**src/rtl/mem_pkt_sequencer.sv**
```systemverilog
// Replays a pre-loaded ctrl/data descriptor memory as an AXI-Stream master,
// with per-packet gaps, tready backpressure, packet limit and end-marker stop.
module mem_pkt_sequencer #(
    parameter int DATA_WIDTH = 64,
    parameter int MEM_DEPTH  = 16384
) (
    input  logic                    tx_mac_aclk,
    input  logic                    reset_,
    input  logic                    start,
    input  logic [31:0]             start_addr,
    input  logic [15:0]             pkt_limit,
    output logic [31:0]             mem_wr_address,
    input  logic [31:0]             mem_axis_wctrl,
    input  logic [DATA_WIDTH-1:0]   mem_axis_wdata,
    output logic [DATA_WIDTH-1:0]   m_axis_tdata,
    output logic [DATA_WIDTH/8-1:0] m_axis_tkeep,
    output logic                    m_axis_tlast,
    output logic                    m_axis_tvalid,
    input  logic                    m_axis_tready,
    output logic                    busy,
    output logic                    done,
    output logic [15:0]             pkt_cnt,
    output logic                    err_trunc
);

    typedef enum logic [2:0] {S_IDLE, S_STREAM, S_GAP, S_DRAIN, S_DONE} state_t;

    state_t                  r_state, w_state_nxt;
    logic [31:0]             r_addr;
    logic [DATA_WIDTH-1:0]   r_tdata;
    logic [DATA_WIDTH/8-1:0] r_tkeep;
    logic                    r_tlast;
    logic                    r_tvalid;
    logic [15:0]             r_pkt_cnt;
    logic                    r_err;
    logic [15:0]             r_limit;
    logic [15:0]             r_ld_pkts;
    logic                    r_stop;
    logic                    r_gap_pend;
    logic [7:0]              r_gap;
    logic [7:0]              r_gap_cnt;
    logic                    r_last_ld;

    logic        w_hs;
    logic        w_slot;
    logic        w_entry_vld;
    logic        w_c_last;
    logic [7:0]  w_c_gap;
    logic        w_limit_hit;
    logic [31:0] w_addr_inc;
    logic        w_load;
    logic        w_start;
    logic        w_to_gap;
    logic        w_to_drain;
    logic        w_unused;

    assign w_hs        = r_tvalid && m_axis_tready;
    assign w_slot      = !r_tvalid || m_axis_tready;
    assign w_entry_vld = mem_axis_wctrl[31];
    assign w_c_last    = mem_axis_wctrl[30];
    assign w_c_gap     = mem_axis_wctrl[23:16];
    assign w_unused    = ^{mem_axis_wctrl[29:24], mem_axis_wctrl[15:8]};
    // Packet number pkt_limit is being loaded: freeze loading after it
    assign w_limit_hit = w_c_last && (r_limit != 16'd0) && (r_ld_pkts + 16'd1 == r_limit);
    assign w_addr_inc  = (r_addr >= 32'(MEM_DEPTH - 1)) ? 32'd0 : r_addr + 32'd1;

    always_ff @(posedge tx_mac_aclk or negedge reset_) begin
        if (!reset_) r_state <= S_IDLE;
        else         r_state <= w_state_nxt;
    end

    always_comb begin
        w_state_nxt = r_state;
        w_load      = 1'b0;
        w_start     = 1'b0;
        w_to_gap    = 1'b0;
        w_to_drain  = 1'b0;
        case (r_state)
            S_IDLE: begin
                if (start) begin
                    w_start     = 1'b1;
                    w_state_nxt = S_STREAM;
                end
            end
            S_STREAM: begin
                if (r_stop) begin
                    if (!r_tvalid || w_hs) w_state_nxt = S_DONE;
                end else if (r_gap_pend) begin
                    if (w_hs) begin
                        w_to_gap    = 1'b1;
                        w_state_nxt = S_GAP;
                    end
                end else if (w_slot) begin
                    if (w_entry_vld) begin
                        w_load = 1'b1;
                    end else begin
                        w_to_drain  = 1'b1;
                        w_state_nxt = S_DRAIN;
                    end
                end
            end
            S_GAP: begin
                // Load in the last gap cycle so tvalid rises right after it
                if (r_gap_cnt <= 8'd1) begin
                    if (w_entry_vld) begin
                        w_load      = 1'b1;
                        w_state_nxt = S_STREAM;
                    end else begin
                        w_to_drain  = 1'b1;
                        w_state_nxt = S_DRAIN;
                    end
                end
            end
            S_DRAIN: begin
                if (!r_tvalid || w_hs) w_state_nxt = S_DONE;
            end
            S_DONE:  w_state_nxt = S_IDLE;
            default: w_state_nxt = S_IDLE;
        endcase
    end

    always_ff @(posedge tx_mac_aclk or negedge reset_) begin
        if (!reset_) begin
            r_addr     <= '0;
            r_tdata    <= '0;
            r_tkeep    <= '0;
            r_tlast    <= 1'b0;
            r_tvalid   <= 1'b0;
            r_pkt_cnt  <= '0;
            r_err      <= 1'b0;
            r_limit    <= '0;
            r_ld_pkts  <= '0;
            r_stop     <= 1'b0;
            r_gap_pend <= 1'b0;
            r_gap      <= '0;
            r_gap_cnt  <= '0;
            r_last_ld  <= 1'b0;
        end else begin
            if (w_start) begin
                r_addr     <= start_addr;
                r_pkt_cnt  <= '0;
                r_err      <= 1'b0;
                r_limit    <= pkt_limit;
                r_ld_pkts  <= '0;
                r_stop     <= 1'b0;
                r_gap_pend <= 1'b0;
                r_last_ld  <= 1'b1;
            end
            if (w_hs && r_tlast && r_pkt_cnt != 16'hFFFF) r_pkt_cnt <= r_pkt_cnt + 16'd1;
            if (w_load) begin
                r_tdata    <= mem_axis_wdata;
                r_tkeep    <= mem_axis_wctrl[DATA_WIDTH/8-1:0];
                r_tlast    <= w_c_last;
                r_tvalid   <= 1'b1;
                r_addr     <= w_addr_inc;
                r_last_ld  <= w_c_last;
                r_ld_pkts  <= r_ld_pkts + {15'd0, w_c_last};
                r_stop     <= w_limit_hit;
                r_gap_pend <= w_c_last && (w_c_gap != 8'd0) && !w_limit_hit;
                r_gap      <= w_c_gap;
            end else if (w_hs) begin
                r_tvalid <= 1'b0;
            end
            if (w_to_gap) begin
                r_gap_cnt  <= r_gap;
                r_gap_pend <= 1'b0;
            end else if (r_state == S_GAP) begin
                r_gap_cnt <= r_gap_cnt - 8'd1;
            end
            // Last loaded beat is the last one delivered once loading stops
            if (w_to_drain) r_err <= !r_last_ld;
        end
    end

    assign mem_wr_address = r_addr;
    assign m_axis_tdata   = r_tdata;
    assign m_axis_tkeep   = r_tkeep;
    assign m_axis_tlast   = r_tlast;
    assign m_axis_tvalid  = r_tvalid;
    assign busy           = (r_state == S_STREAM) || (r_state == S_GAP) || (r_state == S_DRAIN);
    assign done           = (r_state == S_DONE);
    assign pkt_cnt        = r_pkt_cnt;
    assign err_trunc      = r_err;

endmodule

```
**config.mk**
```make
export PLATFORM = sky130hd
export DESIGN_NAME = mem_pkt_sequencer
export DESIGN_NICKNAME = d
export VERILOG_FILES = /design/src/rtl/mem_pkt_sequencer.sv
export SDC_FILE = /design/constraint.sdc
export NUM_CORES = 1
export LEC_CHECK = 0
export CAP_MARGIN = 20
export CORE_MARGIN = 2
export CORE_UTILIZATION = 42
export CTS_BUF_LIST = sky130_fd_sc_hd__clkbuf_4 sky130_fd_sc_hd__clkbuf_8 sky130_fd_sc_hd__clkbuf_16
export DETAILED_ROUTE_END_ITERATION = 8
export GPL_TIMING_DRIVEN = 0
export PLACE_DENSITY = 0.86
export SYNTH_ARGS = -nofsm -noshare
export SYNTH_HDL_FRONTEND = slang
export SYNTH_SLANG_ARGS = --single-unit
```
**constraint.sdc**
```tcl
create_clock -name tx_mac_aclk -period 2.21 [get_ports tx_mac_aclk]
set_input_delay 0.442 -clock tx_mac_aclk [delete_from_list [all_inputs] [get_ports tx_mac_aclk]]
set_output_delay 0.442 -clock tx_mac_aclk [all_outputs]
set_load 0.01 [all_outputs]
```
==> results of run 1 <==
## what timing repair did
item,CTS,global route
setup endpoints to repair,171,171
hold buffers,1,0
resized for setup,152,138
cloned,11,9
pin swaps,31,67
buffers inserted,19,11
hold endpoints to repair,64,0
## path summary, 6_finish.rpt
| path | end | start | cells past startpoint |
|---|---|---|---|
| max | mem_wr_address[3] | r_stop | 8 |
| min | m_axis_tdata[44] | m_axis_tdata[44] | 2 |
| max reg2reg | mem_wr_address[3] | r_stop | 8 |
| min reg2reg | m_axis_tdata[44] | m_axis_tdata[44] | 2 |
| max in group asynchronous | r_state[0] | reset_ | 3 |
| min in group asynchronous | mem_wr_address[24] | reset_ | 2 |
## layer usage
layer	global-route usage	wire (um)
met4	0.106	930
met1	0.352	12100
met5	0	0
met3	0.0550	1840
met2	0.425	15100
## worst max-delay path, delay by kind of cell, from the launching register on
kind,cells,cell delay [ps]
AO/OA/AOI/OAI,3,610
buffers and inverters,2,310
flip-flops,1,440
AND/OR/NAND/NOR,3,1120
## final cells by class
type | count | area (um2) | share of cell area
Buffer | 45 | 561 | 0.0416
Multi-Input combinational cell | 699 | 4240 | 0.314
Clock buffer | 17 | 425 | 0.0315
Clock inverter | 15 | 211 | 0.0157
Tap cell | 265 | 332 | 0.0246
Timing Repair Buffer | 308 | 3260 | 0.242
Inverter | 6 | 22.5 | 0.00167
Sequential cell | 177 | 4430 | 0.329
## flip-flops by register name, summed over array words and instances (netlist names), 8 cells and up
name and cells:
m_axis_tdata 64, m_axis_tkeep 8, mem_wr_address 32, pkt_cnt 16, r_gap 8, r_gap_cnt 8
r_ld_pkts 16, r_limit 16
## per-stage QoR
step | area (um2) | hold WS (ps)
6_report | 13500 | 479
5_1_grt | 13500 | 488
4_1_cts | 12900 | 478
3_5_place_dp | 11300 | 418
3_3_place_gp | 11300 | 453
2_1_floorplan | 8340 | 146
## layout by cell type, fill, tap and decap left out, types with 15 or more instances in the layout
master	instances
nand2_1	279
clkdlybuf4s50_1	255
dfrtp_1	173
nand2_2	53
clkbuf_16	37
nor2_1	30
nand3_1	30
o21ai_0	28
nand2_4	22
buf_6	15
buf_4	15
xnor2_1	15
## cell usage after synthesis, types with 2 or more instances
cell type | n | area [um2]
nand2_1 | 353 | 1330
dfrtp_1 | 177 | 4430
o21ai_0 | 41 | 205
nand3_1 | 38 | 190
clkbuf_1 | 36 | 135
nor2_1 | 32 | 120
a21oi_1 | 24 | 120
nor4_1 | 15 | 93.8
xnor2_1 | 15 | 131
and3_1 | 14 | 87.6
nand4_1 | 14 | 87.6
o31ai_1 | 14 | 105
nor3_1 | 11 | 55.1
a221o_1 | 9 | 90.1
xor2_1 | 9 | 78.8
nor2b_1 | 8 | 50.1
a22o_1 | 7 | 61.3
ha_1 | 7 | 87.6
nor3b_2 | 7 | 87.6
a31oi_1 | 6 | 37.5
buf_2 | 6 | 30.0
inv_1 | 6 | 22.5
and2_1 | 5 | 31.3
and4_1 | 5 | 43.8
buf_1 | 5 | 18.8
mux2i_1 | 5 | 50.1
o211ai_1 | 5 | 37.5
o21ai_1 | 5 | 25.0
o311ai_0 | 5 | 43.8
o41ai_1 | 5 | 43.8
buf_6 | 4 | 45.0
o311ai_1 | 4 | 35.0
nand2b_1 | 3 | 18.8
or3_1 | 3 | 18.8
a21o_1 | 2 | 15.0
a32o_1 | 2 | 20.0
a41o_1 | 2 | 20.0
nand3b_1 | 2 | 15.0
o22ai_1 | 2 | 12.5
or4_1 | 2 | 15.0
## kinds of logic after synthesis
logic type | synth area share
muxes | 0.00738
AOI/OAI and AO/OA | 0.113
buffers and inverters | 0.0303
xor gates and xnor gates | 0.0253
and+or+nand+nor | 0.280
adders and majority gates | 0.0105
DFF | 0.533
## power by group
group	leakage (nW)	total [mW]	internal [mW]	switching, mW
registers	2.27	5.60	4.47	1.13
logic	3.56	8.43	4.33	4.10
clock network	0.310	3.25	1.75	1.50
total	6.14	17.3	10.6	6.73
==> flow_summary.toml, run 1 <==
[layout]
n_fill_cell = 1341
postLayoutCoreUtil = 0.693
drive_gt1_frac = 0.199
instances_no_fill = 1532
syn_to_final_growth_pct = 62.4
layout.nets = 1409
num_antenna_cells = 0

[clock_tree]
cts-buffers-inserted = 17
ctsLongestPathBuffers = 2
cts_tree = "done"
clock-root-buffer = "clkbuf_16"
cts_sinks = 177
clock_latency_ps = 440
path_clk_slew_ps = 80
htreeDepth = 4

[grt]
grt_first_pass_wirelength_um = 42700
grt-ovfl-total = 0
grt_usage = 0.265
grt_max_degree = 114
grt_pass1_vias = 8088
grt_antenna_before_repair = 0

[drt]
via_per_inst = 5.55
drt_iter0_drc = 754
vias = 8496
drt-pass1-iter-count = 6
antenna_left = 0
drc = 0
wire_per_inst_um = 19.6
wl_um = 30000

[sta]
finalSetupViolCount = 130
fin_skew_ps = 10.2
slew_headroom = 0.581
tns_ps = -15410
period_minus_slack_ps = 2550
worst_pin_slew_ps = 627
max_freq_mhz = 393
layout_setup_ws_ps = -335
hold_viol_final = 0
finalCritPeriodShare = 1.15
rsz0062_at_grt = "true"
drv_slew = 0

[flow_run]
maxCapViolations = 0

[logic_synthesis]
ys_ff_latch = 177
yosysWarnings = 0
synth_nets = 1087
synth_edf_count = 0
syn_inst = 932
ys_types = 57
syn_avg_cell_area_um2 = 8.91
synth_area_um2 = 8300
ys_seq_area_frac = 0.533
synth_top_flop_cell = "dfrtp_1"
synth-async-reset-ratio = 1.00

[power]
finalPower_mw = 17.3
leakage_nw = 6.14
ir_drop_uv = 781
power_density_nw_per_um2 = 1280

[placed_design]
dp_slack_ps = -803
place.gp.congestion = 0.900
io_buffers = 258
hpwl_um = 18900
dp.cells = 1456

[floorplanning]
start_util = 0.427
die_y_um = 145
std_cell_rows = 51
die_w_um = 145
io_pins = 273
die_area_um2 = 20900
coreArea_um2 = 19500

[run_status]
status = "finished with violations"
violations = "negative setup slack"

[critical_path]
start_kind = "flop"
cpPeakStageDelay_ps = 550
r2r_setup_slack_ps = -340
slowest_stage = "or4b_4"
worst-setup-path-type = "reg2reg"
cp.arrival_ps = 2920
cp-end-kind = "flop"
crit_fanout = 10
required_ps = 2580
crit_chain = "or4b_4 -> nor4b_4 -> a21oi_4 -> a311o_1 -> buf_6 -> buf_12 -> nor3b_4 -> a221o_1"

[min_path]
worstHoldPathType = "reg2reg"
Note: power is estimated with default switching activity, not from simulation.
==> inputs of run 2 (changes only) <==
--- a/config.mk
+++ b/config.mk
@@ -7,11 +7,11 @@
 export LEC_CHECK = 0
 export CAP_MARGIN = 20
 export CORE_MARGIN = 2
-export CORE_UTILIZATION = 42
+export CORE_UTILIZATION = 50
 export CTS_BUF_LIST = sky130_fd_sc_hd__clkbuf_4 sky130_fd_sc_hd__clkbuf_8 sky130_fd_sc_hd__clkbuf_16
 export DETAILED_ROUTE_END_ITERATION = 8
 export GPL_TIMING_DRIVEN = 0
-export PLACE_DENSITY = 0.86
+export PLACE_DENSITY = 0.95
 export SYNTH_ARGS = -nofsm -noshare
 export SYNTH_HDL_FRONTEND = slang
 export SYNTH_SLANG_ARGS = --single-unit
==> constraint.sdc (replaced) <==
create_clock -name tx_mac_aclk -period 3.2 [get_ports tx_mac_aclk]
set_input_delay 0.64 -clock tx_mac_aclk [delete_from_list [all_inputs] [get_ports tx_mac_aclk]]
set_output_delay 0.64 -clock tx_mac_aclk [all_outputs]
set_load 0.01 [all_outputs]
==> flow_summary.toml, run 2 (synthesis results as in run 1) <==
[run_status]
status = "finished clean"

[layout]
layout.nets = 1365
syn_to_final_growth_pct = 41.8
largest_reg_flops = 64
drive_gt1_frac = 0.0466
final_common_cell = "nand2_1"
instances_no_fill = 1443
fin_area_um2 = 11800
final_cell_mix = "nand2_1 (353), clkdlybuf4s50_1 (257), dfrtp_1 (177)"
regArea_um2 = 4430
num_antenna_cells = 0
n_fill_cell = 1163
multi_input_area_um2 = 3620

[grt]
grt_usage = 0.287
grt_antenna_before_repair = 0
met1_usage = 0.371
gr-max-usage-layer = "met2"
grt_pass1_vias = 7954
grt_first_pass_wirelength_um = 40200
met3_usage = 0.0540
grt_max_degree = 97
grt_use_met2 = 0.479
grt-ovfl-total = 0

[drt]
drt-pass1-iter-count = 5
via_per_inst = 5.60
antenna_left = 0
drc = 0
wl_um = 25000
vias = 8080
drt_iter0_drc = 586
wire_per_inst_um = 17.3

[sta]
finalSetupViolCount = 0
drv_slew = 0
finalCritPeriodShare = 0.901
rsz0062_at_grt = "false"
hold_viol_final = 0
fin_skew_ps = 10.4
whs_ps = 202
max_freq_mhz = 347
worst_pin_slew_ps = 1160
layout_setup_ws_ps = 315
period_minus_slack_ps = 2880
slew_headroom = 0.212

[min_path]
worstHoldPathType = "in2async"

[clock_tree]
clock-root-buffer = "clkbuf_16"
ctsLongestPathBuffers = 2
htreeDepth = 4
cts_sinks = 177
clock_latency_ps = 430
cts-buffers-inserted = 17
cts_resized = 0
cts_tree = "done"
hold_buffers = 0
path_clk_slew_ps = 70
cts_setup_buffers = 0

[critical_path]
required_ps = 3570
start_kind = "primary input"
cpPeakStageDelay_ps = 950
crit_buf_inv = 3
cp-end-kind = "flop"
crit_fanout = 10
slowest_stage = "nor4b_1"
critical_path.top_delay_family = "buffers and inverters"
worst-setup-path-type = "in2reg"
cp.arrival_ps = 3260
crit_chain = "clkdlybuf4s50_1 -> nor4b_1 -> clkbuf_1 -> clkbuf_1 -> nand2_1 -> nand2_1"

[placed_design]
place.gp.congestion = 0.934
dp.cells = 1411
hpwl_um = 18500
placed_area_um2 = 11200
dp_slack_ps = -32.0
io_buffers = 258

[power]
power_density_nw_per_um2 = 867
leakage_nw = 5.31
ir_drop_uv = 533

[floorplanning]
start_util = 0.506
die_y_um = 133
die_area_um2 = 17700
die_w_um = 133
io_pins = 273
std_cell_rows = 47
coreArea_um2 = 16400

[flow_run]
maxCapViolations = 0
run 2: metrics by stage:
step	power [mW]	setup TNS (ps)	util
2_1_floorplan	5.89	0	-
3_3_place_gp	7.93	-1008590	0.680
3_5_place_dp	8.15	-58.3	0.682
4_1_cts	10.2	0	0.718
5_1_grt	10.8	0	0.718
6_report	10.2	0	0.718
run 2: final timing paths:
kind                            slack, ps        from                 end  cells after the start
worst min-delay path                  200      reset_  mem_wr_address[24]                      1
worst max register to register        360  r_state[2]         r_limit[11]                      6
worst max-delay path                  320       start         r_limit[11]                      6
max in group asynchronous            2110      reset_    m_axis_tdata[51]                      2
min in group tx_mac_aclk              470   r_last_ld           err_trunc                      1
worst min register to register        470   r_last_ld           err_trunc                      1
run 2: cell type report:
type / count / share of cell area
flip-flops and latches: 177 / 0.376
clock inverters: 14 / 0.0118
multi-input cells: 698 / 0.308
plain buffers: 51 / 0.0194
well taps: 220 / 0.0234
repair buffers: 259 / 0.222
clock buffers: 18 / 0.0373
inverters: 6 / 0.00191
run 2: worst reg2reg max path: cells and delay by family, from the launching register on:
family	cells	cell delay, ps
buffers and inverters	3	1170
DFF	1	380
and+or+nand+nor	3	1240
run 2: layer usage:
metal / routed length, um / share of wire
met2: 12300 / 0.49
met5: 0 / 0
met1: 10100 / 0.41
met4: 744 / 0.030
met3: 1810 / 0.072
run 2: where the power goes:
part | internal [mW] | leakage, nW | switching [mW]
registers | 3.08 | 2.27 | 0.703
logic | 2.08 | 2.75 | 2.31
clock network | 1.06 | 0.283 | 0.980
==> inputs of run 3 (changes only) <==
--- a/config.mk
+++ b/config.mk
@@ -12,6 +12,7 @@
 export DETAILED_ROUTE_END_ITERATION = 8
 export GPL_TIMING_DRIVEN = 0
 export PLACE_DENSITY = 0.95
+export RECOVER_POWER = 25
 export SYNTH_ARGS = -nofsm -noshare
 export SYNTH_HDL_FRONTEND = slang
 export SYNTH_SLANG_ARGS = --single-unit
==> flow_summary.toml, run 3 (synthesis results as in run 1) <==
[layout]
final_common_cell = "nand2_1"
largest_reg_flops = 64
fin_area_um2 = 11700
drive_gt1_frac = 0.0466
layout.nets = 1365
syn_to_final_growth_pct = 41.4
postLayoutCoreUtil = 0.716
instances_no_fill = 1443
n_fill_cell = 1167
num_antenna_cells = 0
final_cell_mix = "nand2_1 (353), clkdlybuf4s50_1 (257), dfrtp_1 (177)"

[flow_run]
maxCapViolations = 1

[power]
power_density_nw_per_um2 = 869
switchingPower_mw = 3.99
finalPower_mw = 10.2
ir_drop_uv = 532
p_sw_frac = 0.391
leakage_nw = 5.30
pwr-share-clk = 0.200
p_seq_frac = 0.371
power_frac_comb = 0.429
cellInternalPower_mw = 6.22

[clock_tree]
cts_sinks = 177
ctsLongestPathBuffers = 2
path_clk_slew_ps = 70
clock-root-buffer = "clkbuf_16"
cts_setup_buffers = 0
cts_resized = 0
clock_latency_ps = 430
hold_buffers = 0
htreeDepth = 4
cts_tree = "done"
cts-buffers-inserted = 17

[sta]
tns_ps = 0
worst_pin_slew_ps = 2050
period_minus_slack_ps = 2900
whs_ps = 472
drv_slew = 83
finalSetupViolCount = 0
fin_skew_ps = 9.92
slew_headroom = -0.368
hold_viol_final = 0
max_freq_mhz = 345
finalCritPeriodShare = 0.906
layout_setup_ws_ps = 300
rsz0062_at_grt = "false"

[drt]
wl_um = 25000
drt_iter0_drc = 589
vias = 8081
wire_per_inst_um = 17.3
via_per_inst = 5.60
drc = 0
antenna_left = 0
drt-pass1-iter-count = 7

[critical_path]
cpPeakStageDelay_ps = 950
crit_fanout = 10
start_kind = "primary input"
required_ps = 3570
worstReg2RegEnd = "r_limit[11]"
regToRegStartpoint = "r_state[2]"
cp.arrival_ps = 3270
worstRegToRegCells = 6
slowest_stage = "nor4b_1"
r2r_setup_slack_ps = 340
critical_path.top_delay_family = "buffers and inverters"
crit_buf_inv = 3
worst-setup-path-type = "in2reg"
crit_chain = "clkdlybuf4s50_1 -> nor4b_1 -> clkbuf_1 -> clkbuf_1 -> nand2_1 -> nand2_1"
cp-end-kind = "flop"

[floorplanning]
die_w_um = 133
coreArea_um2 = 16400
io_pins = 273
start_util = 0.506
std_cell_rows = 47
die_area_um2 = 17700
die_y_um = 133

[placed_design]
place.gp.congestion = 0.934
dp_slack_ps = -32.0
dp.cells = 1411
hpwl_um = 18500
placed_area_um2 = 11200
io_buffers = 258

[grt]
grt_antenna_before_repair = 0
grt_pass1_vias = 7954
grt-ovfl-total = 0
grt_usage = 0.287
grt_max_degree = 97
grt_first_pass_wirelength_um = 40200

[min_path]
worstHoldPathType = "reg2reg"
hold_path_end = "err_trunc"
hp-start = "r_last_ld"
holdPathStages = 1

[run_status]
status = "finished with violations"
violations = "max-capacitance violations, max-slew violations"
==> run 3: changes by cell type in the layout (fill, tap and decap cells not counted) <==
cell      previous run  this run
buf_16               1         0
buf_6                4         5
buf_8                1         0
clkbuf_2             0         1
==> run 3: routing by layer <==
layer / track usage / up-vias / routed length [um]
met3: 0.0540 / 58 / 1830
met4: 0.114 / 0 / 763
met5: 0 / - / 0
met2: 0.479 / 387 / 12300
li1: - / 3755 / -
met1: 0.371 / 3881 / 10100
==> run 3: final cells by class <==
| cell class | instances | area [um2] | share of cell area |
|---|---|---|---|
| Buffer | 51 | 229 | 0.0195 |
| Clock buffer | 18 | 439 | 0.0374 |
| Clock inverter | 14 | 139 | 0.0118 |
| Inverter | 6 | 22.5 | 0.00192 |
| Multi-Input combinational cell | 698 | 3620 | 0.308 |
| Sequential cell | 177 | 4430 | 0.377 |
| Tap cell | 220 | 275 | 0.0234 |
| Timing Repair Buffer | 259 | 2590 | 0.220 |
==> run 3: power by group through the flow <==
stage	Clock (mW)	Combinational (mW)	Sequential (mW)
after global routing	2.17	4.78	3.88
after floorplan	0	1.95	3.94
after global placement	0	4.17	3.76
after CTS	2.06	4.39	3.77
final	2.04	4.38	3.79
after detailed placement	0	4.35	3.80
==> run 3: worst max path at each step <==
stage / start / to / slack, ps / cells after the start
after detailed placement: start / r_limit[11] / -30 / 6
after floorplan: mem_wr_address[28] / mem_wr_address[13] / 860 / 8
final: start / r_limit[11] / 300 / 6
after global routing: reset_ / m_axis_tdata[40] / 200 / 2
after CTS: start / r_limit[11] / 380 / 6
after global placement: reset_ / m_axis_tdata[43] / -5720 / 1
